File: src/rtl/fft_pkg.sv
// ---------------------------------------------------------------------------
// fft_pkg
// Shared definitions for the FFT control slice: the stage-sequencer FSM
// encoding, the legal transform sizes and small helpers that map a size to
// its stage count. Used by the stage sequencer, the angle generator and the
// butterfly datapath, so all three agree on what a "legal size" is.
// ---------------------------------------------------------------------------
package fft_pkg;

    typedef enum logic [1:0] {
        IDLE = 2'd0,
        RUN  = 2'd1,
        FIN  = 2'd2
    } state_t;

    localparam logic [4:0] SZ2  = 5'd2;
    localparam logic [4:0] SZ4  = 5'd4;
    localparam logic [4:0] SZ8  = 5'd8;
    localparam logic [4:0] SZ16 = 5'd16;

    function automatic logic size_legal(input logic [4:0] size);
        return (size == SZ2) || (size == SZ4) || (size == SZ8) || (size == SZ16);
    endfunction

    // log2 of a legal size; 0 for anything illegal
    function automatic logic [2:0] size_log2(input logic [4:0] size);
        case (size)
            SZ2:     return 3'd1;
            SZ4:     return 3'd2;
            SZ8:     return 3'd3;
            SZ16:    return 3'd4;
            default: return 3'd0;
        endcase
    endfunction

    // index of the final stage: log2(size) - 1
    function automatic logic [1:0] last_stage(input logic [4:0] size);
        case (size)
            SZ2:     return 2'd0;
            SZ4:     return 2'd1;
            SZ8:     return 2'd2;
            SZ16:    return 2'd3;
            default: return 2'd0;
        endcase
    endfunction

endpackage

File: src/rtl/fft_stage_sequencer.sv
// ---------------------------------------------------------------------------
// fft_stage_sequencer
// Stage-control side of the twiddle/angle interface. A start request in IDLE
// latches transform size and direction, then the block steps through stages
// 0..log2(size)-1, holding e_start high while stages run. Each stage advances
// on a one-cycle acknowledge from the butterfly datapath. The twiddle-LUT
// stride for the current stage, (N/number) << stage, is produced alongside.
//
// Optional feature (macro STAGE_TIMEOUT_EN): per-stage watchdog. When defined,
// a stage that sees no stage_ack for TIMEOUT cycles raises err and returns the
// sequencer to IDLE without a done pulse. When undefined, RUN waits forever.
//
// Parameters
//   N          max FFT points (legal sizes 2..N, powers of two)
//   TIMEOUT    per-stage watchdog limit in cycles (watchdog builds only)
// Ports
//   clk        clock, all logic on rising edge
//   rst        synchronous active-high reset
//   start      request a new transform; only looked at in IDLE
//   fft_size   requested points: 2, 4, 8 or 16
//   inverse_i  1 = inverse transform, latched with start
//   stage_ack  one-cycle pulse: datapath finished the current stage
//   number     latched size, to the angle generator
//   stage      current stage index
//   e_start    stage enable to angle generator / butterflies
//   inverse    latched direction
//   tw_stride  twiddle LUT index stride for the current stage
//   busy       high from accept until the final stage is acknowledged
//   done       one-cycle pulse after the final stage acknowledge
//   err        sticky: illegal size or watchdog expiry; cleared on accept
// ---------------------------------------------------------------------------
module fft_stage_sequencer
    import fft_pkg::*;
#(
    parameter int N       = 16,
    parameter int TIMEOUT = 64
) (
    input  logic       clk,
    input  logic       rst,
    input  logic       start,
    input  logic [4:0] fft_size,
    input  logic       inverse_i,
    input  logic       stage_ack,
    output logic [4:0] number,
    output logic [1:0] stage,
    output logic       e_start,
    output logic       inverse,
    output logic [3:0] tw_stride,
    output logic       busy,
    output logic       done,
    output logic       err
);

    state_t     state;
    state_t     state_next;
    logic       size_ok;
    logic       accept;
    logic       at_last;
    logic [3:0] stride_base;
    logic       timeout_hit;

    // sizes above N have no twiddles in the LUT, so treat them as illegal too
    assign size_ok     = size_legal(fft_size) && (int'(fft_size) <= N);
    assign accept      = (state == IDLE) && start && size_ok;
    assign at_last     = (stage == last_stage(number));
    assign stride_base = 4'(N >> size_log2(fft_size));

`ifdef STAGE_TIMEOUT_EN
    localparam int CNT_W = $clog2(TIMEOUT + 1);

    logic [CNT_W-1:0] wd_cnt;

    // Counts RUN cycles since entry or the last ack; it sits at zero outside
    // RUN, so entering RUN always starts a fresh window.
    always_ff @(posedge clk) begin
        if (rst || (state != RUN) || stage_ack)
            wd_cnt <= '0;
        else
            wd_cnt <= wd_cnt + CNT_W'(1);
    end

    // an ack in the expiry cycle still counts as on time
    assign timeout_hit = (state == RUN) && !stage_ack &&
                         (wd_cnt == CNT_W'(TIMEOUT - 1));
`else
    assign timeout_hit = 1'b0;
`endif

    // state register
    always_ff @(posedge clk) begin
        if (rst)
            state <= IDLE;
        else
            state <= state_next;
    end

    // next-state logic
    always_comb begin
        state_next = state;
        case (state)
            IDLE: if (accept) state_next = RUN;
            RUN: begin
                if (stage_ack && at_last)
                    state_next = FIN;
                else if (timeout_hit)
                    state_next = IDLE;
            end
            FIN:     state_next = IDLE;
            default: state_next = IDLE;
        endcase
    end

    // outputs decoded from the registered state, so they change exactly one
    // cycle after the event that moved the FSM
    always_comb begin
        e_start = (state == RUN);
        busy    = (state == RUN);
        done    = (state == FIN);
    end

    // latched transform parameters, stage index, stride and sticky error
    always_ff @(posedge clk) begin
        if (rst) begin
            number    <= '0;
            inverse   <= 1'b0;
            stage     <= '0;
            tw_stride <= '0;
            err       <= 1'b0;
        end else begin
            case (state)
                IDLE: begin
                    if (start) begin
                        if (size_ok) begin
                            number    <= fft_size;
                            inverse   <= inverse_i;
                            stage     <= '0;
                            tw_stride <= stride_base;
                            err       <= 1'b0;
                        end else begin
                            err <= 1'b1;
                        end
                    end
                end
                RUN: begin
                    // on the final ack stage holds its last value through FIN
                    if (stage_ack && !at_last) begin
                        stage     <= stage + 2'd1;
                        tw_stride <= tw_stride << 1;
                    end else if (timeout_hit) begin
                        err <= 1'b1;
                    end
                end
                default: ;
            endcase
        end
    end

endmodule

File: config.mk
export PLATFORM = sky130hd
export DESIGN_NAME = fft_stage_sequencer
export DESIGN_NICKNAME = d
export VERILOG_FILES = /design/src/rtl/fft_pkg.sv /design/src/rtl/fft_stage_sequencer.sv
export SDC_FILE = /design/constraint.sdc
export NUM_CORES = 1
export LEC_CHECK = 0
export CORE_MARGIN = 10
export CORE_UTILIZATION = 40
export DETAILED_ROUTE_END_ITERATION = 10
export PLACE_DENSITY = 0.7
export SLEW_MARGIN = 25
export SYNTH_ARGS = -nofsm -noshare
export SYNTH_HDL_FRONTEND = slang
export SYNTH_SLANG_ARGS = --single-unit
File: constraint.sdc
create_clock -name clk -period 1.75 [get_ports clk]
set_clock_uncertainty 0.15 [all_clocks]
set_input_delay 0.2625 -clock clk [delete_from_list [all_inputs] [get_ports clk]]
set_output_delay 0.2625 -clock clk [all_outputs]
set_load 0.1 [all_outputs]
**Word level (Yosys, flattened, before mapping)**

Cells that the tools add are included.

- Output and inout port bits: 16
- Register bits after elaboration: 15
- Word-level logic and storage cells: 53

- $lt $le $gt $ge: 1
- Reduce and logical (&&, ||, !) cells: 15
- Shift operators: 1
- Add/sub/neg operators: 1
- Equality and inequality tests: 15
- Mux-type cells: 14

Operator list:

| operator | number |
|---|---|
| two-way mux 4 bit | 3 |
| one-hot mux 3 bit (4 select lines) | 1 |
| == test 5 x 3 -> 1 bit (second input constant) | 2 |
| == test 5 x 4 -> 1 bit (second input constant) | 2 |
| == test 5 bit (second input constant) | 2 |
| two-way mux 2 bit | 5 |
| one-hot mux 2 bit (2 select lines) | 2 |
| one-hot mux 4 bit (2 select lines) | 1 |
| != test 2 bit (second input constant) | 3 |
| one-hot mux 2 bit (3 select lines) | 1 |
| == test 5 x 2 -> 1 bit (second input constant) | 1 |
| <= comparator 5 bit (second input constant) | 1 |
| logical AND 1 bit | 5 |
| >> shifter 5 x 3 -> 4 bit (first input constant) | 1 |
| != test 2 x 1 -> 1 bit (second input constant) | 2 |
| AND reduction 2 bit | 2 |
| AND reduction 4 bit | 1 |
| logical OR 1 bit | 3 |
| AND reduction 3 bit | 1 |
| adder 2 x 1 -> 2 bit (second input constant) | 1 |
| == test 2 x 1 -> 1 bit (second input constant) | 1 |
| == test 2 bit | 1 |
| == test 2 bit (second input constant) | 1 |
| zero test 2 bit | 1 |
| 3 further kinds | 3 |

**Longest topological paths before layout**

- Depth after elaboration: 8
- Gate-level depth with buffers: 6

**Worst setup path before layout**

No wires, ideal clock.

- Path type: register to register
- Start: register number[4]
- End: register stage[1]
- Path buffers: 0
- Cell stages (with the launch flop): 6
- Setup slack: -0.630 ns
- Period minus slack after synthesis: 2.380 ns
- Arrival: 2.159 ns
- Required time: 1.529 ns
- Cells stage by stage: dfxtp_1 xnor2_1 o21a_1 nor4b_4 o211ai_1 a21oi_1

- Longest elaborated chain between the ends: 7
- Elaborated cells on any way between the ends: 9

Ends and longest elaborated chain:

| item | line | RTL |
|---|---|---|
| start, declared | fft_stage_sequencer.sv:44 | `output logic [4:0] number,` |
| start signal, assigned | fft_stage_sequencer.sv:134 | `number <= fft_size;` |
| == test 5 bit, or another cell as far along | fft_pkg.sv:38 | `case (size)` |
| one-hot mux 2 bit (3 select lines) * | fft_pkg.sv:38 |  |
| == test 2 bit * | fft_stage_sequencer.sv:65 | `assign at_last = (stage == last_stage(number));` |
| zero test 1 bit * | fft_stage_sequencer.sv:146 | `if (stage_ack && !at_last) begin` |
| logical AND 1 bit * | fft_stage_sequencer.sv:146 |  |
| != test 2 x 1 -> 1 bit (no line) * | n/a |  |
| AND reduction 4 bit (no line) * | n/a |  |
| end signal, assigned | fft_stage_sequencer.sv:147 | `stage <= stage + 2'd1;` |
| end, declared | fft_stage_sequencer.sv:45 | `output logic [1:0] stage,` |

Mark *: on every way between the ends. The rest lies on a longest branch, timed or not.
A chain may end at the register's enable or synchronous reset.

**Final worst setup path**

- Start: register number[1]
- End: register tw_stride[1]

- Longest elaborated chain between the ends: 7
- Elaborated cells on any way between the ends: 9

Ends and longest elaborated chain:

| item | line | RTL |
|---|---|---|
| == test 5 bit, or another cell as far along | fft_pkg.sv:38 |  |
| one-hot mux 2 bit (3 select lines) * | fft_pkg.sv:38 |  |
| == test 2 bit * | fft_stage_sequencer.sv:65 |  |
| zero test 1 bit * | fft_stage_sequencer.sv:146 |  |
| logical AND 1 bit * | fft_stage_sequencer.sv:146 |  |
| != test 2 x 1 -> 1 bit (no line) * | n/a |  |
| AND reduction 4 bit (no line) * | n/a |  |
| end signal, assigned | fft_stage_sequencer.sv:137 | `tw_stride <= stride_base;` |
| end signal, assigned | fft_stage_sequencer.sv:148 | `tw_stride <= tw_stride << 1;` |
| end, declared | fft_stage_sequencer.sv:48 | `output logic [3:0] tw_stride,` |

Marked as above.

==> results by group <==
Clock tree
  • TritonCTS clock tree: done
  • Register clock-pin slew on the reported worst setup and hold paths: 0.09 ns
  • Insertion delay of the later-clocked pin in the worst-skew pair: 0.30 ns
  • Total CTS buffers: 3
  • Root Driver: sky130_fd_sc_hd__clkbuf_4
  • CTS HTree Levels: 1
  • Hold-fix buffers at CTS: 0
  • Sink count of the clock tree: 15
  • Longest Clk Path Bufs: 2

GRT
  • Wire length of the first global-routing pass: 5120 um
  • Total routing resource utilization after global routing: 0.153
  • Sum of overflow across all layers after global routing: 0
  • Vias in the first global route: 1,036
  • Largest net degree at the start of global routing: 11
  • Initial antenna violation count: 0

Cells and area
  • Post-Route Utilization: 0.852
  • Number of filler instances in the final layout: 104
  • Area growth, synth to finish: 104%
  • Post-layout net count: 155
  • Layout cells sized above 1: 0.583
  • Antenna diode instance count: 0

Route
  • Final wirelength: 3600 um
  • Wire length on met2: 1810 um
  • Post-DRT Antenna Nets: 0
  • Post-DR vias/cell: 5.92
  • Average wire per cell in the routed design: 21.1 um
  • Detailed-routing wirelength on met1: 1300 um
  • 1st-iter DRT viols: 46
  • Number of iterations in the first detailed-routing pass: 4
  • Via Count: 1,013
  • Met3 wire length: 287 um
  • Uppermost signal routing layer after detailed routing: met4
  • DRC violation count after routing: 0

Yosys
  • Cells after synthesis: 92
  • Most used DFF post-synth: sky130_fd_sc_hd__dfxtp_1
  • Average footprint of a synthesized cell: 8.84 sq um
  • Flip-flop and latch count after synthesis: 15
  • Post-synth design cell area: 813 sq um
  • Area contributors post-synth: sky130_fd_sc_hd__dfxtp_1, sky130_fd_sc_hd__a21oi_1, sky130_fd_sc_hd__nand2_1, sky130_fd_sc_hd__nor4b_2, sky130_fd_sc_hd__o41ai_1
  • Synth top area share: 0.369
  • Yosys Warn Count: 0
  • Cell type with the largest total area after synthesis: sky130_fd_sc_hd__dfxtp_1
  • Share of the yosys chip area belonging to registers: 0.369
  • Number of enable flip-flop cells after synthesis: 0
  • Fraction of registers with async set or reset after synthesis: 0
  • Count of different cell masters after synthesis: 34
  • Mapped Nets: 102

Setup path
  • CP peak stage delay: 0.43 ns
  • Critical-path top delay cell: sky130_fd_sc_hd__or4_4
  • Arrival time at the worst endpoint: 2.00 ns
  • Critical Path, Cell by Cell: or3_4, buf_6, or4_4, nand2_4, o41ai_2, a21oi_1
  • Setup Crit Path Kind: flop to flop
  • Sort of element at the start of the critical path: flop
  • Worst endpoint required time: 1.83 ns
  • Nature of the critical path endpoint: flop
  • Largest fanout on the critical path: 4

Pwr
  • Leakage power total: 0.636 nW
  • VDD IR-drop max: 0.000422 V
  • Areal power density over the cells: 488 nW/um^2

Floorplan
  • IO Count: 26
  • Initial core utilization: 0.419
  • Overall die width: 65.1 um
  • Std-Cell Rows: 16
  • Die Area: 4240 sq um
  • Core region area: 1940 sq um
  • Die Y: 65.1 um

Status
  • Violations in the final reports: setup timing
  • Status: complete, but fails checks

Timing
  • Tightest Pin Transition: 0.379 ns
  • Slew Limit Fails: 0
  • Setup violators final: 15
  • Worst-case setup margin in the final layout: -0.169 ns
  • Hold Slack: 0.326 ns
  • Unrepaired setup endpoints after global routing: yes
  • Max Clk Rate: 521 MHz
  • Final setup TNS: -1.13 ns
  • Final worst path period share: 1.10
  • Number of hold violations in the final report: 0
  • Post-route minimum period: 1.92 ns
  • Rel. slew slack: 0.745

Place
  • Count of input and output buffers: 25
  • Worst slack at placement: -0.563 ns
  • Detailed placer's ending HPWL: 2230 um
  • GPL Wtd Cong: 0.792

Flow run
  • Max-cap viol count: 0

Min path
  • Worst hold-check path type: input pin to flop
==> layer usage <==
layer | vias to the layer above | track usage
li1 | 451 | -
met3 | 21 | 0.0441
met5 | - | 0
met1 | 483 | 0.171
met2 | 58 | 0.264
met4 | 0 | 0.0695
==> cells in the final DEF (no fill, tap or decap), drive strengths merged, types with 2 or more instances in the layout <==
cell / count
buf: 42
a21oi: 15
dfxtp: 15
nand2: 13
clkdlybuf4s50: 5
or3: 5
clkbuf: 5
nor2: 4
nor3: 4
o21ai: 4
nor4b: 3
o41ai: 3
nand3b: 2
xnor2: 2
and4b: 2
dlygate4sd2: 2
or4: 2
nor3b: 2
==> path summary, 6_finish.rpt <==
check              start      endpoint  slack, ns  depth (start not counted)
max            number[1]  tw_stride[1]      -0.17                          6
min          fft_size[2]     number[2]       0.33                          4
max reg2reg    number[1]  tw_stride[1]      -0.17                          6
min reg2reg      inverse       inverse       0.37                          2
==> timing repair <==
item | in CTS | in global routing
buffers inserted | 3 | 3
pin swaps | 12 | 8
gates resized for setup | 21 | 10
setup endpoints to repair | 15 | 17
==> logic make-up after synthesis <==
logic type	count (synthesis)	synth area share
and+or+nand+nor	41	0.343
AOI/OAI and AO/OA	28	0.226
DFF	15	0.369
buffers and inverters	5	0.0292
xor gates and xnor gates	3	0.0323
==> power breakdown <==
group | leakage (nW) | switching, mW | internal (mW)
Clock | 0.0150 | 0.123 | 0.0889
Sequential | 0.128 | 0.0111 | 0.343
Combinational | 0.494 | 0.142 | 0.100
==> through the flow <==
stage | cells | total power [mW] | area (sq um)
global placement | 162 | 0.573 | 1470
floorplan | 92 | 0.473 | 883
global route | 171 | 0.836 | 1660
detailed placement | 162 | 0.578 | 1470
CTS | 168 | 0.808 | 1600
finish | 171 | 0.809 | 1660
==> state kept, by name, indices dropped and copies added, names as in the netlist <==
| register | flops |
|---|---|
| err | 1 |
| inverse | 1 |
| number | 5 |
| stage | 2 |
| state | 2 |
| tw_stride | 4 |
==> cells in the mapped netlist, types with 2 or more instances <==
| master | n |
|---|---|
| sky130_fd_sc_hd__and4b_1 | 2 |
| sky130_fd_sc_hd__nor4b_2 | 2 |
| sky130_fd_sc_hd__nand2_1 | 13 |
| sky130_fd_sc_hd__o41ai_1 | 3 |
| sky130_fd_sc_hd__nor3b_1 | 2 |
| sky130_fd_sc_hd__nand3b_1 | 2 |
| sky130_fd_sc_hd__xnor2_1 | 2 |
| sky130_fd_sc_hd__nor3_1 | 2 |
| sky130_fd_sc_hd__o21ai_1 | 3 |
| sky130_fd_sc_hd__a21oi_1 | 15 |
| sky130_fd_sc_hd__nor2_1 | 4 |
| sky130_fd_sc_hd__inv_1 | 2 |
| sky130_fd_sc_hd__or4_1 | 2 |
| sky130_fd_sc_hd__or3_1 | 4 |
| sky130_fd_sc_hd__dfxtp_1 | 15 |
==> area by class of cell <==
class / instances / area, sq um / share of cell area
Sequential cell: 15 / 324 / 0.196
Timing Repair Buffer: 51 / 617 / 0.373
Tap cell: 27 / 33.8 / 0.0204
Multi-Input combinational cell: 72 / 643 / 0.389
Inverter: 2 / 11.3 / 0.00680
Clock buffer: 4 / 26.3 / 0.0159
==> critical path, delay by kind of cell, from the launching register on <==
kind                   cells  cell delay (ns)
flip-flops                 1             0.36
AO/OA/AOI/OAI              2             0.24
AND/OR/NAND/NOR            3             0.97
buffers and inverters      1             0.14
(Power assumes the default switching activity.)
==> edit 1, RTL diff (same flow settings) <==
Put one more register stage on the output `err`, with the module's reset. The value now appears one clock later. The other outputs are not delayed to match. Comments in the files are not updated.
--- a/src/rtl/fft_stage_sequencer.sv
+++ b/src/rtl/fft_stage_sequencer.sv
@@ -50,6 +50,8 @@
     output logic       done,
     output logic       err
 );
+
+    logic err_s0;
 
     state_t     state;
     state_t     state_next;
@@ -125,7 +127,7 @@
             inverse   <= 1'b0;
             stage     <= '0;
             tw_stride <= '0;
-            err       <= 1'b0;
+            err_s0    <= 1'b0;
         end else begin
             case (state)
                 IDLE: begin
@@ -135,9 +137,9 @@
                             inverse   <= inverse_i;
                             stage     <= '0;
                             tw_stride <= stride_base;
-                            err       <= 1'b0;
+                            err_s0    <= 1'b0;
                         end else begin
-                            err <= 1'b1;
+                            err_s0 <= 1'b1;
                         end
                     end
                 end
@@ -147,7 +149,7 @@
                         stage     <= stage + 2'd1;
                         tw_stride <= tw_stride << 1;
                     end else if (timeout_hit) begin
-                        err <= 1'b1;
+                        err_s0 <= 1'b1;
                     end
                 end
                 default: ;
@@ -155,5 +157,13 @@
         end
     end
 
+    always_ff @(posedge clk) begin
+        if (rst) begin
+            err <= '0;
+        end else begin
+            err <= err_s0;
+        end
+    end
+
 endmodule
 
Function: changed (Yosys sat finds a counterexample within 4 cycles, from zero or initial values and one cycle with rst high).
==> edit 1 against the original RTL <==
  * The flow still finishes with violations (negative setup slack)
  * Synthesized cell count fell by 5.4%
  * Wire length down 28%
  * Power down 4.4%
  * Synthesized area shrank 1.7%
  * Design area down 7.5%
  * Global-route usage down 3.1 points
  * Critical path depth decreased by 1
  * Count of clock-buffer cells in the layout down 1
  * Sequential power rose by 5%
  * Via count shrank 13%
  * Sequential cell count is 1 higher
  * Worst setup slack got worse by 0.042 ns
  * Clock power shrank 4%
  * Largest cell class is now non-clock buffers
  * Largest power group unchanged
==> edit 1: results (changes against the original RTL) <==
logic_synthesis:
  synthDistinctLibCells: 34  # unchanged
  synth_ff_type: "dfxtp_1"  # unchanged
  async_flop_share_pct: 0  # unchanged
  avgSynthCellArea_sq_um: 9.19  # was 8.84 sq um
  synth.area.top_cells: "dfxtp_1 (40%), mux2_4 (5.6%), mux2i_1 (5.0%)"  # was dfxtp_1 (37%), a21oi_1 (9.2%), nand2_1 (6.0%)
  synth_seq_area_share_pct: 40.1  # was 36.9%
  syn_nets: 97  # was 102
  ys_warn_count: 0  # unchanged
  synth_commonest_cells: "dfxtp_1 (16), nor2_1 (8), a21oi_1 (7), nand2_1 (7), nor2b_1 (5)"  # was a21oi_1 (15), dfxtp_1 (15), nand2_1 (13)
place:
  dp_cells: 158  # was 162
  hpwl_um: 1930  # was 2230 um
  place_congestion: 0.817  # was 0.792
  port_buffers: 25  # unchanged
  dpl_cell_area_sq_um: 1420  # was 1470 sq um
outcome:
  violations: "negative setup slack"  # unchanged
  outcome: "complete, but fails checks"  # unchanged
layout:
  layoutNonFillerInstCount: 166  # was 171
  syn_to_final_growth_pct: 91.5  # was 104%
  antenna_cells: 0  # unchanged
  nets: 150  # was 155
  drive_gt1_share_pct: 49.6  # was 58.3%
  nFillCells: 126  # was 104
  reg_top3: "number (5), tw_stride (4)"  # unchanged
timing:
  tns_ns: -1.45  # was -1.13 ns
  setup_violations: 8  # was 15
  relSlewSlack_pct: 69.1  # was 74.5%
  setup_ws_ns: -0.212  # was -0.169 ns
global_routing:
  grt_pass1_wl_um: 4160  # was 5120 um
  grt_pass1_vias: 931  # was 1036
  antenna_found_initial: 0  # unchanged
  grt_max_degree: 13  # was 11
  grt.total_usage_pct: 12.2  # was 15.3%
clock_tree:
  root_buffer: "clkbuf_4"  # unchanged
  clkLatencyLatePin_ns: 0.29
  cts_buffer_depth: 2  # unchanged
  cts_max_level: 1  # unchanged
  path_clk_slew_ns: 0.09  # about the same
  cts_buffers: 3  # unchanged
pwr:
  ir_worst_vdd_mv: 0.423  # was 0.422 mV
  leakagePower_nw: 0.618  # was 0.636 nW
worst_hold_path:
  min_path_type: "in2reg"  # unchanged
setup_path:
  crit_arrival_ns: 2.00  # about the same
  crit_fanout: 3  # was 4
routing:
  num_vias: 880  # was 1013
  drt_iter0_drc: 31  # was 46
  wl_um: 2580  # was 3600 um
  firstDrtPassIters: 4  # unchanged
edit 1: changes by cell type after synthesis, moves of 4 or more:
cell	delta
a21oi_1	-8
nor2_1	+4
mux2i_1	+4
nor2b_1	+4
o21ai_0	+4
nand2_1	-6
edit 1: logic make-up after synthesis:
family	synth area share (%)
simple gates	26.8
buf+inv	2.82
compound gates	16.4
flops	40.1
xor+xnor	3.29
mux	10.6
edit 1: repair_timing:
item,CTS,global route
resized for setup,6,10
setup buffers,2,2
setup endpoints to repair,14,10
pin swaps,2,4
cloned,0,0
edit 1: power by group:
part	switching, mW	internal [mW]
sequential	0.00627	0.365
clock	0.120	0.0831
combinational	0.105	0.0930
total	0.232	0.541
edit 1: path summary, 6_finish.rpt:
path	from	endpoint	slack (ns)	cells past startpoint
hold / removal	fft_size[1]	number[1]$_SDFFE_PP0P_	0.29	4
setup / recovery	number[2]$_SDFFE_PP0P_	tw_stride[3]$_SDFFE_PP0P_	-0.21	5
hold reg to reg	err_s0$_SDFFE_PP0P_	err$_SDFF_PP0_	0.33	1
setup reg to reg	number[2]$_SDFFE_PP0P_	tw_stride[3]$_SDFFE_PP0P_	-0.21	5
edit 1: metrics by stage:
stage          worst slack, ns  hold WS (ns)
3_3_place_gp            -0.376         0.304
2_1_floorplan           -0.342         0.223
5_1_grt                 -0.298         0.344
3_5_place_dp            -0.447         0.321
6_report                -0.212         0.288
4_1_cts                 -0.233         0.335
edit 1: cell type report:
type	count	area share, %
inverter	3	1.06
multi-input combinational	66	33.4
clock buffer	3	1.47
sequential	16	22.3
tap	27	2.21
timing repair buffer	50	39.3
clock inverter	1	0.245
edit 1: layer usage:
layer  GRT usage [%]  part of all wire, %  up-vias
li1                -                    -      421
met1            12.9                   39      425
met2            21.3                   51       30
met3            4.47                  8.0        4
met4            5.35                  1.9        0
met5               0                    0        -
edit 1: worst max-delay path, cell delays in order, from the launching register on:
cell     delay [ns]
dfxtp_4        0.36
or3_4          0.40
o21a_1         0.21
nor4b_4        0.28
o21ai_2        0.16
mux2_4         0.31
==> edit 2, RTL diff (same flow settings) <==
Without the edit above. The option `STAGE_TIMEOUT_EN` is turned on by a define.
--- a/src/rtl/fft_stage_sequencer.sv
+++ b/src/rtl/fft_stage_sequencer.sv
@@ -29,6 +29,8 @@
 //   done       one-cycle pulse after the final stage acknowledge
 //   err        sticky: illegal size or watchdog expiry; cleared on accept
 // ---------------------------------------------------------------------------
+`define STAGE_TIMEOUT_EN
+
 module fft_stage_sequencer
     import fft_pkg::*;
 #(
Behaviour: same outputs for any inputs over 10 cycles, from zero or initial values and one cycle with rst high; that may be too few to reach the edited logic, so the function may still have changed.
==> edit 2 against the original RTL <==
  * The flow still finishes with violations (negative setup slack)
  * Sequential power is 46% higher
  * Critical path depth stayed put
  * Synthesized area is 34% higher
  * Design area is 17% higher
  * Sequential cell count is 7 higher
  * Non-clock buffer count is 5 higher
  * Power is 27% higher
  * Worst setup slack better by 0.058 ns
  * Wire length is 8.0% higher
  * Via count is 24% higher
  * Critical path type unchanged
  * Largest cell class unchanged
  * Highest routed layer unchanged
==> edit 2: results (changes against the original RTL) <==
layout:
  nets: 193  # was 155
  drive_gt1_share_pct: 44.8  # was 58.3%
  reg_top3: "wd_cnt (7), number (5), tw_stride (4)"  # was number (5), tw_stride (4)
worst_hold_path:
  min_path_type: "reg2reg"  # was in2reg
routing:
  firstDrtPassIters: 6  # was 4
  wire_per_inst_um: 18.4  # was 21.1 um
  vias_per_cell: 5.95  # was 5.92
  drt_iter0_drc: 99  # was 46
outcome:
  outcome: "complete, but fails checks"  # unchanged
  violations: "negative setup slack"  # unchanged
logic_synthesis:
  synth.area.top_cells: "dfxtp_1 (40%), nor2_1 (7.2%), mux2i_1 (4.6%)"  # was dfxtp_1 (37%), a21oi_1 (9.2%), nand2_1 (6.0%)
  syn_nets: 137  # was 102
  synth_commonest_cells: "dfxtp_1 (22), nor2_1 (21), nand3_1 (7)"  # was a21oi_1 (15), dfxtp_1 (15), nand2_1 (13)
  synth_seq_area_share_pct: 40.4  # was 36.9%
  synthDistinctLibCells: 44  # was 34
pwr:
  ir_worst_vdd_mv: 0.470  # was 0.422 mV
  leakagePower_nw: 0.760  # was 0.636 nW
timing:
  tightest_slew_ns: 0.466  # was 0.379 ns
  setup_ws_ns: -0.111  # was -0.169 ns
  setup_violations: 7  # was 15
  tns_ns: -0.494  # was -1.13 ns
global_routing:
  grt.total_usage_pct: 14.1  # was 15.3%
  grt_pass1_wl_um: 6090  # was 5120 um
  grt_pass1_vias: 1244  # was 1036
  grt_max_degree: 13  # was 11
setup_path:
  crit_arrival_ns: 1.96  # was 2.00 ns
place:
  port_buffers: 25  # unchanged
  pre_cts_slack_ns: -0.477  # was -0.563 ns
  hpwl_um: 2650  # was 2230 um
  place_congestion: 0.860  # was 0.792
clock_tree:
  path_clk_slew_ns: 0.13  # was 0.09 ns
edit 2: cell count changes in the layout (fill, tap and decap cells not counted), sizes merged, moves of 6 or more:
cell / delta
a21oi: -10
nand3: +6
dfxtp: +7
nand2: -6
nor2: +17
edit 2: per-stage QoR:
step	util (%)	cells	cell area, sq um
3_3_place_gp	68.1	200	1730
5_1_grt	76.4	211	1940
6_report	76.4	211	1940
4_1_cts	72.9	209	1850
2_1_floorplan	-	126	1130
3_5_place_dp	68.1	200	1730
edit 2: final cells by class:
| class | count | area (sq um) |
|---|---|---|
| Multi-Input combinational cell | 97 | 744 |
| Clock buffer | 3 | 22.5 |
| Timing Repair Buffer | 56 | 653 |
| Fill cell | 176 | 602 |
| Sequential cell | 22 | 469 |
| Tap cell | 30 | 37.5 |
| Clock inverter | 1 | 3.75 |
| Inverter | 2 | 12.5 |
edit 2: cells by family (layout without fill, tap and decap cells):
logic type	count (synthesis)	count (layout)	share of synthesized area, %
multiplexers	5	5	4.59
AND/OR/NAND/NOR	59	59	28.7
adder cells (fa/ha/maj)	1	1	1.15
buffers and inverters	7	62	3.33
XOR/XNOR	5	5	4.02
AO/OA/AOI/OAI	27	27	17.8
flip-flops	22	22	40.4
edit 2: power breakdown:
group	total [mW]	switching (mW)	internal [mW]
sequential	0.518	0.0157	0.502
combinational	0.272	0.156	0.115
clock	0.241	0.157	0.0834
edit 2: routing by layer:
layer / wire length (um) / vias up / GRT usage [%]
met5: 0 / - / 0
met4: 108 / 0 / 5.59
met3: 233 / 17 / 3.95
met2: 1970 / 59 / 23.5
met1: 1580 / 605 / 16.5
li1: - / 574 / -
edit 2: timing repair:
item | CTS | global route
hold buffers | 0 | 0
setup buffers | 5 | 2
pin swaps | 2 | 3
gates resized for setup | 15 | 18
endpoints found under the hold margin | 0 | 0
setup endpoints to repair | 12 | 17
edit 2: final timing paths:
check,start,end,slack (ns),cells after the start
worst min-delay path,wd_cnt[0]$_SDFF_PP0_,wd_cnt[0]$_SDFF_PP0_,0.34,1
worst min register to register,wd_cnt[0]$_SDFF_PP0_,wd_cnt[0]$_SDFF_PP0_,0.34,1
worst max-delay path,stage[0]$_SDFFE_PP0P_,stage[0]$_SDFFE_PP0P_,-0.11,6
worst max register to register,stage[0]$_SDFFE_PP0P_,stage[0]$_SDFFE_PP0P_,-0.11,6
edit 2: critical path: stages, from the launching register on:
cell	delay, ns
dfxtp_4	0.40
nor2_4	0.05
nor4b_4	0.13
buf_4	0.14
or3_4	0.38
or4_1	0.42
o21ai_1	0.11
